File: src/rtl/if_id_queue.sv
// if_id_queue: a small FIFO between the fetch (IF) and decode (ID) stages.
// It holds up to DEPTH (pc, inst) pairs. A redirect (flush) empties it.
//
// Handshake rules for both ports (strict valid/ready):
//   - A transfer happens on a rising edge only when valid=1, ready=1 and flush=0.
//   - if_ready depends only on the registered count. It never depends on id_ready,
//     so a full queue refuses a push even in a cycle that also pops.
//   - id_valid/id_pc/id_inst come straight from registers. With no entry queued,
//     id_pc and id_inst read as zero (a bubble).
//
// Optional feature: define IF_ID_QUEUE_PERF_EN to add a 32-bit saturating
// stall_cnt output. It counts edges where the head is valid but decode is
// not ready.
module if_id_queue #(
  parameter int ADDR_W = 32,
  parameter int INST_W = 32,
  parameter int DEPTH  = 2
) (
  input  logic                     clk,
  input  logic                     rst,
  input  logic                     if_valid,
  input  logic [ADDR_W-1:0]        if_pc,
  input  logic [INST_W-1:0]        if_inst,
  output logic                     if_ready,
  input  logic                     flush,
  input  logic                     id_ready,
  output logic                     id_valid,
  output logic [ADDR_W-1:0]        id_pc,
  output logic [INST_W-1:0]        id_inst,
`ifdef IF_ID_QUEUE_PERF_EN
  output logic [31:0]              stall_cnt,
`endif
  output logic [$clog2(DEPTH):0]   count
);

  localparam int PTR_W = $clog2(DEPTH);
  localparam int CNT_W = PTR_W + 1;

  localparam logic [PTR_W-1:0] PTR_ONE   = PTR_W'(1);
  localparam logic [CNT_W-1:0] CNT_ONE   = CNT_W'(1);
  localparam logic [CNT_W-1:0] CNT_FULL  = CNT_W'(DEPTH);

  logic [PTR_W-1:0]  head;
  logic [PTR_W-1:0]  tail;
  logic [ADDR_W-1:0] pc_mem   [DEPTH];
  logic [INST_W-1:0] inst_mem [DEPTH];

  logic push;
  logic pop;

  // Status outputs and transfer qualifiers; flush suppresses both transfers.
  always_comb begin
    if_ready = (count < CNT_FULL);
    id_valid = (count != '0);
    push     = if_valid & if_ready & ~flush;
    pop      = id_valid & id_ready & ~flush;
  end

  // Head entry presented to decode, zeroed when the queue is empty.
  always_comb begin
    id_pc   = '0;
    id_inst = '0;
    if (id_valid) begin
      id_pc   = pc_mem[head];
      id_inst = inst_mem[head];
    end
  end

  // Pointers and occupancy; DEPTH is a power of two so pointers wrap naturally.
  always_ff @(posedge clk or posedge rst) begin
    if (rst) begin
      head  <= '0;
      tail  <= '0;
      count <= '0;
    end else if (flush) begin
      head  <= '0;
      tail  <= '0;
      count <= '0;
    end else begin
      if (push) tail <= tail + PTR_ONE;
      if (pop)  head <= head + PTR_ONE;
      case ({push, pop})
        2'b10:   count <= count + CNT_ONE;
        2'b01:   count <= count - CNT_ONE;
        default: count <= count;
      endcase
    end
  end

  // Entry storage: cleared by reset, written at the tail on a push.
  always_ff @(posedge clk or posedge rst) begin
    if (rst) begin
      for (int i = 0; i < DEPTH; i++) begin
        pc_mem[i]   <= '0;
        inst_mem[i] <= '0;
      end
    end else if (push) begin
      pc_mem[tail]   <= if_pc;
      inst_mem[tail] <= if_inst;
    end
  end

`ifdef IF_ID_QUEUE_PERF_EN
  // Decode back-pressure counter; saturates and ignores flush.
  always_ff @(posedge clk or posedge rst) begin
    if (rst) begin
      stall_cnt <= '0;
    end else if (id_valid && !id_ready && (stall_cnt != 32'hFFFF_FFFF)) begin
      stall_cnt <= stall_cnt + 32'd1;
    end
  end
`endif

endmodule

File: config.mk
export PLATFORM = sky130hd
export DESIGN_NAME = if_id_queue
export DESIGN_NICKNAME = d
export VERILOG_FILES = /design/src/rtl/if_id_queue.sv
export SDC_FILE = /design/constraint.sdc
export NUM_CORES = 1
export LEC_CHECK = 0
export CAP_MARGIN = 40
export CORE_UTILIZATION = 45
export DETAILED_ROUTE_END_ITERATION = 10
export PLACE_DENSITY_LB_ADDON = 0.15
export RECOVER_POWER = 100
export SLEW_MARGIN = 15
export SYNTH_ARGS = -nofsm -noshare
export SYNTH_HDL_FRONTEND = slang
export SYNTH_SLANG_ARGS = --single-unit
File: constraint.sdc
create_clock -name clk -period 4 [get_ports clk]
set_input_delay 0.8 -clock clk [delete_from_list [all_inputs] [get_ports clk]]
set_output_delay 0.8 -clock clk [all_outputs]
set_load 0.01 [all_outputs]
After elaboration in Yosys (flattened, before gate mapping)
Index checks and enable logic that the tools add are counted.
Widths: inputs -> output; s select.
- $add $sub $neg: 4
- magnitude comparators: 4
- equality and inequality tests: 2
- mux-type cells: 18
- bitwise operators: 7
- reduce and logical (&&, ||, !) cells: 5
- operator list (cell ; number):
    $mux 32 ; 9
    $bwmux 64 ; 2
    $demux 32 s1 ; 1
    $reduce_bool 2->1 ; 3
    $and 1x1->1 ; 4
    $ge 2x2->1 const B ; 2
    $mux 1 ; 4
    $not 1->2 ; 2
    $pmux 2 s2 ; 1
    $reduce_bool 3->1 ; 1
    $add 1x1->1 const B ; 2
    $add 2x1->2 const B ; 1
    $eq 2x1->1 const B ; 1
    $eq 2x2->1 const B ; 1
    $lt 2x1->1 const B ; 1
    $lt 2x2->1 const B ; 1
    $mux 2 ; 1
    $sub 2x1->2 const B ; 1
    $logic_and 1x1->1 ; 1
    $not 1->1 ; 1
- register bits: 132
- input port bits: 69
- output and inout bits: 68

Logic depth before layout (Yosys ltp)
Gate-level depths: netlist (run 1).
- depth in word-level cells: 6
- depth in mapped cells: 5
- depth with buffers taken out: 3

Worst setup path before layout (run 1)
No wires, ideal clock.
- path kind: register to output
- start point: register count[1]
- end point: output id_inst[0]
- arrival time: 1.251 ns
- slack: 1.949 ns
- cell stages (with the launch flop): 5
- cell sequence: dfrtp_1 nor2_1 clkbuf_1 buf_1 nor2_1
- word-level cells in the longest chain between the ends: 2
- ends and longest elaborated chain (element ; RTL line ; text):
    start, declared ; 33 ; output logic [$clog2(DEPTH):0] count
    start signal, assigned ; 83 ; 2'b10: count <= count + CNT_ONE;
    start signal, assigned ; 84 ; 2'b01: count <= count - CNT_ONE;
    start signal, assigned ; 85 ; default: count <= count;
    $reduce_bool 2->1 ; 54 ; id_valid = (count != '0);
    $mux 32 ; 63 ; if (id_valid) begin
    end, declared ; 29 ; output logic [INST_W-1:0] id_inst,
No other way between the ends.

Final worst setup path (run 1)
- start point: register head
- end point: output id_inst[19]
- word-level cells in the longest chain between the ends: 5
- ends and longest elaborated chain (element ; RTL line ; text):
    start, declared ; 43 ; logic [PTR_W-1:0] head;
    start signal, assigned ; 81 ; if (pop) head <= head + PTR_ONE;
    $not 1->2 (implied by the code) ; 65 ; id_inst = inst_mem[head];
    $mux 32 (implied by the code) (3 in series) ; 65 ;
    $mux 32 ; 63 ;
No other way between the ends. The select of a mux whose other input is x is not followed.

==> summary.md, run 1 <==
| Metric | Value |
|---|---|
| Status | finished, violations left |
| Failing checks | capacitance limit, slew limit |
| Bufs and invs on worst path | 2 |
| Mapped Avg Cell Area | 13.7 µm² |
| Final setup fails | 0 |
| Peak per-stage delay on the critical path | 0.86 ns |
| Leak | 3.37 nW |
| CP arrival | 2.73 ns |
| Clock root buffer | clkbuf_16 |
| Post-CTS Resized | 0 |
| Placer Congestion | 0.755 |
| Vias after detailed routing | 3,844 |
| RSZ-0062 raised after global routing | false |
| Largest net degree at the start of global routing | 133 |
| DRT antenna net count | 0 |
| Syn nets | 503 |
| Reg-to-Reg End | pc_mem[25] |
| Tot Pwr | 4.26 mW |
| DRT Pass-1 Iters | 4 |
| Setup Fix Bufs, Post-CTS | 0 |
| Worst EP required | 3.20 ns |
| Reg area | 0.00331 mm² |
| CTS tree | done |
| Worst slew pin tran | 1.80 ns |
| Hold buffers post-CTS | 0 |
| CP startpoint kind | flip-flop |
| # clock sinks | 132 |
| Fill cells | 1,057 |
| Max-cap violation count | 3 |
| CP max-delay cell | dfrtp_4 |
| Vias in the first global route | 4,111 |
| Sequential fraction of the synthesis area | 55.7% |
| Tcrit/Tclk final | 88.3% |
| Mapped cell area | 0.00593 mm² |
| Port-buffer cells | 136 |
| Reg2reg path depth | 4 |
| Final TNS setup | 0 ns |
| Antenna fix cells | 0 |
| Die width | 117 µm |
| Post-DP Area | 0.00744 mm² |
| Drt total wl | 12,300 µm |
| GR Util All Layers | 19.7% |
| Ports | 137 |
| CTS buffer count | 17 |
| Detailed Place HPWL | 7610 µm |
| Clock Skews | 0.00504 ns |
| Synth unique cells | 19 |
| R2R Setup Slk | 1.11 ns |
| R2r startpoint | count[1] |
| Critical path peak fanout | 36 |
| Pwr per Cell Area | 536 mW/mm² |
| Num rows | 41 |
| Hold Path Stages | 1 |
| Die area | 0.0136 mm² |
| Hold Crit Start | pc_mem[51] |
| Placeable core area | 0.0127 mm² |
| Critical Path End Type | primary output |
| Max Freq | 283 MHz |
| Fin crit period | 3.53 ns |
| Pre-CTS setup slack | 1.13 ns |
| Fin. Hold Viols | 0 |
| GRT overflow | 0 |
| First-pass GRT wire length | 20,000 µm |
| Syn. warnings | 0 |
| Crit path kind | reg -> out |
| Hold Crit Class | reg -> reg |
| Die height | 117 µm |
| Peak supply drop | 0.000237 V |
| Max_slew headroom | -20.3% |
| Final WS setup | 0.469 ns |
| CTS max path bufs | 2 |
| Initial antenna violation count | 0 |
| Clock transition at the registers of the reported paths | 0.05 ns |
| Iter 0 DRT Violations | 137 |
| H-Tree Depth | 4 |
| Final Max Tran Viols | 263 |
| Clock Latency Late Sink | 0.41 ns |
| Final nets | 638 |
| Post-Synthesis Cells | 434 |
| Initial Utilization | 46.6% |
| Wire per inst | 16.3 µm |
| Area Overhead vs Synth | 33.8% |
| Ratio of cells with drive above 1 in the final layout | 27.7% |
| Post-route DRC | 0 |
| CP cell instances | clkbuf_2, mux2i_1, nor2_1, dlygate4sd3_1 |
| #FFs+latches synth | 132 |
| Hold Path Sink | pc_mem[51] |
| Multi-input gate area | 0.00244 mm² |
| DR vias/cell | 5.10 |
| Final instance area | 0.00794 mm² |
| Cell family contributing the most delay on the critical path | buffers and inverters |
## Yosys cell counts
cell	instances	area share, %
a21oi_1	1	0.084
a2bb2oi_1	1	0.15
buf_1	2	0.13
buf_2	8	0.67
buf_4	6	0.76
buf_6	6	1.1
clkbuf_1	5	0.32
dfrtp_1	132	56
inv_1	3	0.19
mux2_1	5	0.95
mux2_2	124	24
mux2i_1	64	11
nand2b_4	1	0.23
nor2_1	68	4.3
nor2b_1	2	0.21
nor3_4	1	0.27
nor3b_1	1	0.13
o21ai_0	2	0.17
xor2_1	2	0.30
## worst reg2reg max path: stages, from the launching register on
cell      delay (ns)
dfrtp_1         0.45
nand2b_1        0.27
nor3b_1         0.24
clkbuf_2        1.34
mux2_2          0.48
## registers in the layout, summed over array words and instances (netlist names)
name      cells
count         2
head          1
inst_mem     64
pc_mem       64
tail          1
## power breakdown
group | switching [mW] | total (mW) | leakage (nW) | internal, mW
Clock | 0.515 | 1.44 | 0.277 | 0.930
Sequential | 0.199 | 1.91 | 1.57 | 1.71
Combinational | 0.342 | 0.904 | 1.52 | 0.562
Total | 1.06 | 4.26 | 3.37 | 3.20
## final cells by class
type                       instances  share of cell area [%]
timing repair buffer             143                    17.7
multi-input combinational        272                    30.7
clock buffer                      27                    6.46
inverter                           3                   0.189
sequential                       132                    41.6
tap                              172                    2.71
clock inverter                     4                   0.567
## cell families (layout without fill, tap and decap cells)
kind of cell	after synthesis	after routing	share of synthesized area, %
compound gates	4	4	0.401
mux	193	193	35.3
simple gates	73	73	5.15
flops	132	132	55.7
buf+inv	30	177	3.21
xor+xnor	2	2	0.295
## cells in the final DEF (no fill, tap or decap), drive strengths merged
cell           instances
nor3b                  1
clkbuf                31
clkdlybuf4s50         70
a2bb2oi                1
xor2                   2
bufinv                 1
dfrtp                132
nor2b                  2
o21ai                  2
dlygate4sd3           66
a21oi                  1
nand2b                 1
nor3                   1
clkinvlp               1
nor2                  68
inv                    2
clkinv                 3
mux2                 129
buf                    3
mux2i                 64
## metrics by stage
stage                     hold WS, ns  utilization (%)  cells
after floorplan                 0.457                -    434
after global placement          0.469             58.5    722
after detailed placement        0.474             58.5    722
after CTS                       0.486             62.9    753
after global routing            0.507             62.4    753
final                           0.487             62.4    753
## per-layer routing
| metal | vias up | wire length (µm) | GRT usage [%] |
|---|---|---|---|
| met2 | 94 | 6130 | 33.1 |
| li1 | 1772 | - | - |
| met4 | 0 | 354 | 9.62 |
| met3 | 25 | 695 | 6.13 |
| met1 | 1953 | 5110 | 22.9 |
| met5 | - | 0 | 0 |
## worst max path at each step
stage          start           to  slack, ns  cells after the start
2_1_floorplan    rst     count[0]       1.56                      1
3_3_place_gp    head   id_inst[6]       1.18                      4
3_5_place_dp    head  id_inst[18]       1.13                      4
4_1_cts         head  id_inst[18]       0.67                      4
5_1_grt         head  id_inst[18]       0.31                      4
6_report        head  id_inst[19]       0.47                      4
Note: power is estimated with default switching activity, not from simulation.
==> run 2: changes to the inputs <==
- MAX_ROUTING_LAYER: not set -> met4
==> run 2 against run 1 <==
Compared with the run above: the flow still finishes with violations (capacitance limit, slew limit); non-clock buffer count stayed put; register-to-register slack hardly changed; combinational power hardly changed; hold slack worse by 0.0017 ns; final cell count stayed put; worst setup slack worse by 0.0011 ns; final area stayed put; sequential power hardly changed; largest cell class unchanged.
==> summary.md, run 2 (synthesized netlist as in run 1, its figures left out) <==
| Metric | Value |
|---|---|
| Ratio of cells with drive above 1 in the final layout | 27.7% (unchanged) |
| Hold slack | 0.486 ns (was 0.487 ns) |
| Pwr per Cell Area | 536 mW/mm² (about the same) |
| Reg2reg path depth | 4 (unchanged) |
| CTS tree | done (unchanged) |
| Port-buffer cells | 136 (unchanged) |
| Final Max Tran Viols | 263 (unchanged) |
| Wire per inst | 16.2 µm (was 16.3 µm) |
| DRT Pass-1 Iters | 4 (unchanged) |
| Hold buffers post-CTS | 0 (unchanged) |
| Crit path kind | reg -> out (unchanged) |
| Die width | 117 µm (unchanged) |
| Final setup fails | 0 (unchanged) |
| Detailed Place HPWL | 7610 µm (unchanged) |
| Failing checks | capacitance limit, slew limit (unchanged) |
| Final core occ | 62.4% (unchanged) |
| Critical Path End Type | primary output (unchanged) |
| GRT busiest layer | met2 (unchanged) |
| Clock Skews | 0.00412 ns (was 0.00504 ns) |
| Setup Fix Bufs, Post-CTS | 0 (unchanged) |
| Post-route DRC | 0 (unchanged) |
| Hold Crit Start | pc_mem[49] (was pc_mem[51]) |
| Most common library cell in the layout ignoring fill and taps | dfrtp_1 (unchanged) |
| Clock root buffer | clkbuf_16 (unchanged) |
| Area Overhead vs Synth | 33.8% (unchanged) |
| Tcrit/Tclk final | 88.3% (about the same) |
| Vias after detailed routing | 3,828 (was 3,844) |
| Initial Utilization | 46.6% (unchanged) |
| Peak supply drop | 0.000238 V (was 0.000237 V) |
| Hold Path Sink | pc_mem[49] (was pc_mem[51]) |
| RSZ-0062 raised after global routing | false (unchanged) |
| DRT antenna net count | 0 (unchanged) |
| Commonest non-fill, non-tap cells in the layout | 131 x dfrtp_1, 124 x mux2_2, 70 x clkdlybuf4s50_1 (unchanged) |
| Placer Congestion | 0.765 (was 0.755) |
| Ports | 137 (unchanged) |
| Hold Crit Class | reg -> reg (unchanged) |
| CP arrival | 2.73 ns (about the same) |
| Met3 GRT Util | 4.89% (was 6.13%) |
| Cell count after placement | 722 (unchanged) |
| R2r startpoint | count[1] (unchanged) |
| Clock Latency Late Sink | 0.41 ns (about the same) |
| Antenna fix cells | 0 (unchanged) |
| Iter 0 DRT Violations | 142 (was 137) |
| Tot Pwr | 4.26 mW (about the same) |
| Final nets | 638 (unchanged) |
| Max_slew headroom | -18.7% (was -20.3%) |
| CTS buffer count | 17 (unchanged) |
| Max-cap violation count | 3 (unchanged) |
| Largest net degree at the start of global routing | 133 (unchanged) |
| Clock transition at the registers of the reported paths | 0.05 ns (about the same) |
| Vias in the first global route | 4,125 (was 4,111) |
| Leak | 3.37 nW (unchanged) |
| Largest regs | inst_mem x64, pc_mem x64, count x2 (unchanged) |
| Met2 Track Usage GR | 32.9% (was 33.1%) |
| Initial antenna violation count | 0 (unchanged) |
| Worst EP required | 3.20 ns (about the same) |
| Drt total wl | 12,200 µm (was 12,300 µm) |
| GRT overflow | 0 (unchanged) |
| CP startpoint kind | flip-flop (unchanged) |
| Fin. Hold Viols | 0 (unchanged) |
| GR Util All Layers | 20.3% (was 19.7%) |
| # clock sinks | 132 (unchanged) |
| Num rows | 41 (unchanged) |
| R2R Setup Slk | 1.12 ns (was 1.11 ns) |
| CTS max path bufs | 2 (unchanged) |
| Status | finished, violations left (unchanged) |
| First-pass GRT wire length | 20,000 µm (about the same) |
| Placeable core area | 0.0127 mm² (unchanged) |
| Hold Path Stages | 1 (unchanged) |
| Die area | 0.0136 mm² (unchanged) |
| Worst slew pin tran | 1.78 ns (was 1.80 ns) |
| H-Tree Depth | 4 (unchanged) |
| Met1 Track Usage GR | 23.6% (was 22.9%) |
| Critical path peak fanout | 36 (unchanged) |
| Post-CTS Resized | 0 (unchanged) |
| Fill cells | 1,057 (unchanged) |
| Reg-to-Reg End | inst_mem[21] (was pc_mem[25]) |
| Layout Cells excl Fill | 753 (unchanged) |
| Final TNS setup | 0 ns (unchanged) |
| Fin crit period | 3.53 ns (about the same) |
| Max Freq | 283 MHz (about the same) |
| Die height | 117 µm (unchanged) |
| DR vias/cell | 5.08 (was 5.10) |
==> run 2: cell counts in the layout (fill, tap and decap cells not counted) <==
Identical to the previous run, type by type.
==> run 2: layout make-up <==
type	count	area [µm²]	share of cell area, %
Clock inverter	4	45.0	0.567
Sequential cell	132	3310	41.6
Multi-Input combinational cell	272	2440	30.7
Clock buffer	27	513	6.46
Tap cell	172	215	2.71
Timing Repair Buffer	143	1410	17.7
Inverter	3	15.0	0.189
==> run 2: worst max-delay path: stages (launching register included) <==
cell,delay (ns)
dfrtp_4,0.86
clkbuf_2,0.48
mux2i_1,0.26
nor2_1,0.06
dlygate4sd3_1,0.64
==> run 2: worst max-delay path by stage <==
stage / to / start / slack, ns / cells after the start
final: id_inst[19] / head / 0.47 / 4
after global routing: id_inst[18] / head / 0.31 / 4
after CTS: id_inst[18] / head / 0.67 / 4
after detailed placement: id_inst[18] / head / 1.13 / 4
after global placement: id_inst[6] / head / 1.18 / 4
after floorplan: count[0] / rst / 1.56 / 1
==> run 2: where the power goes <==
part           total [mW]  internal, mW  switching, mW
Clock                1.44         0.930          0.513
Combinational       0.903         0.562          0.341
Sequential           1.91          1.71          0.199
Total                4.26          3.20           1.05
==> run 2: per-layer routing <==
metal | vias to the layer above | wire [µm]
met3 | 24 | 561
met4 | 0 | 335
met1 | 1934 | 5210
li1 | 1773 | -
met5 | - | 0
met2 | 97 | 6110
==> run 2: stage by stage <==
stage / cell area [µm²] / setup slack (ns)
after global routing: 7940 / 0.307
after global placement: 7440 / 1.18
after detailed placement: 7440 / 1.13
after CTS: 8000 / 0.669
final: 7940 / 0.468
after floorplan: 5940 / 1.56
==> run 3: changes to the inputs <==
- CTS_CLUSTER_SIZE: not set -> 8
- SKIP_LAST_GASP: not set -> 1
==> results of run 3 <==
Final layout, timing and power as in run 2 (identical DEF).
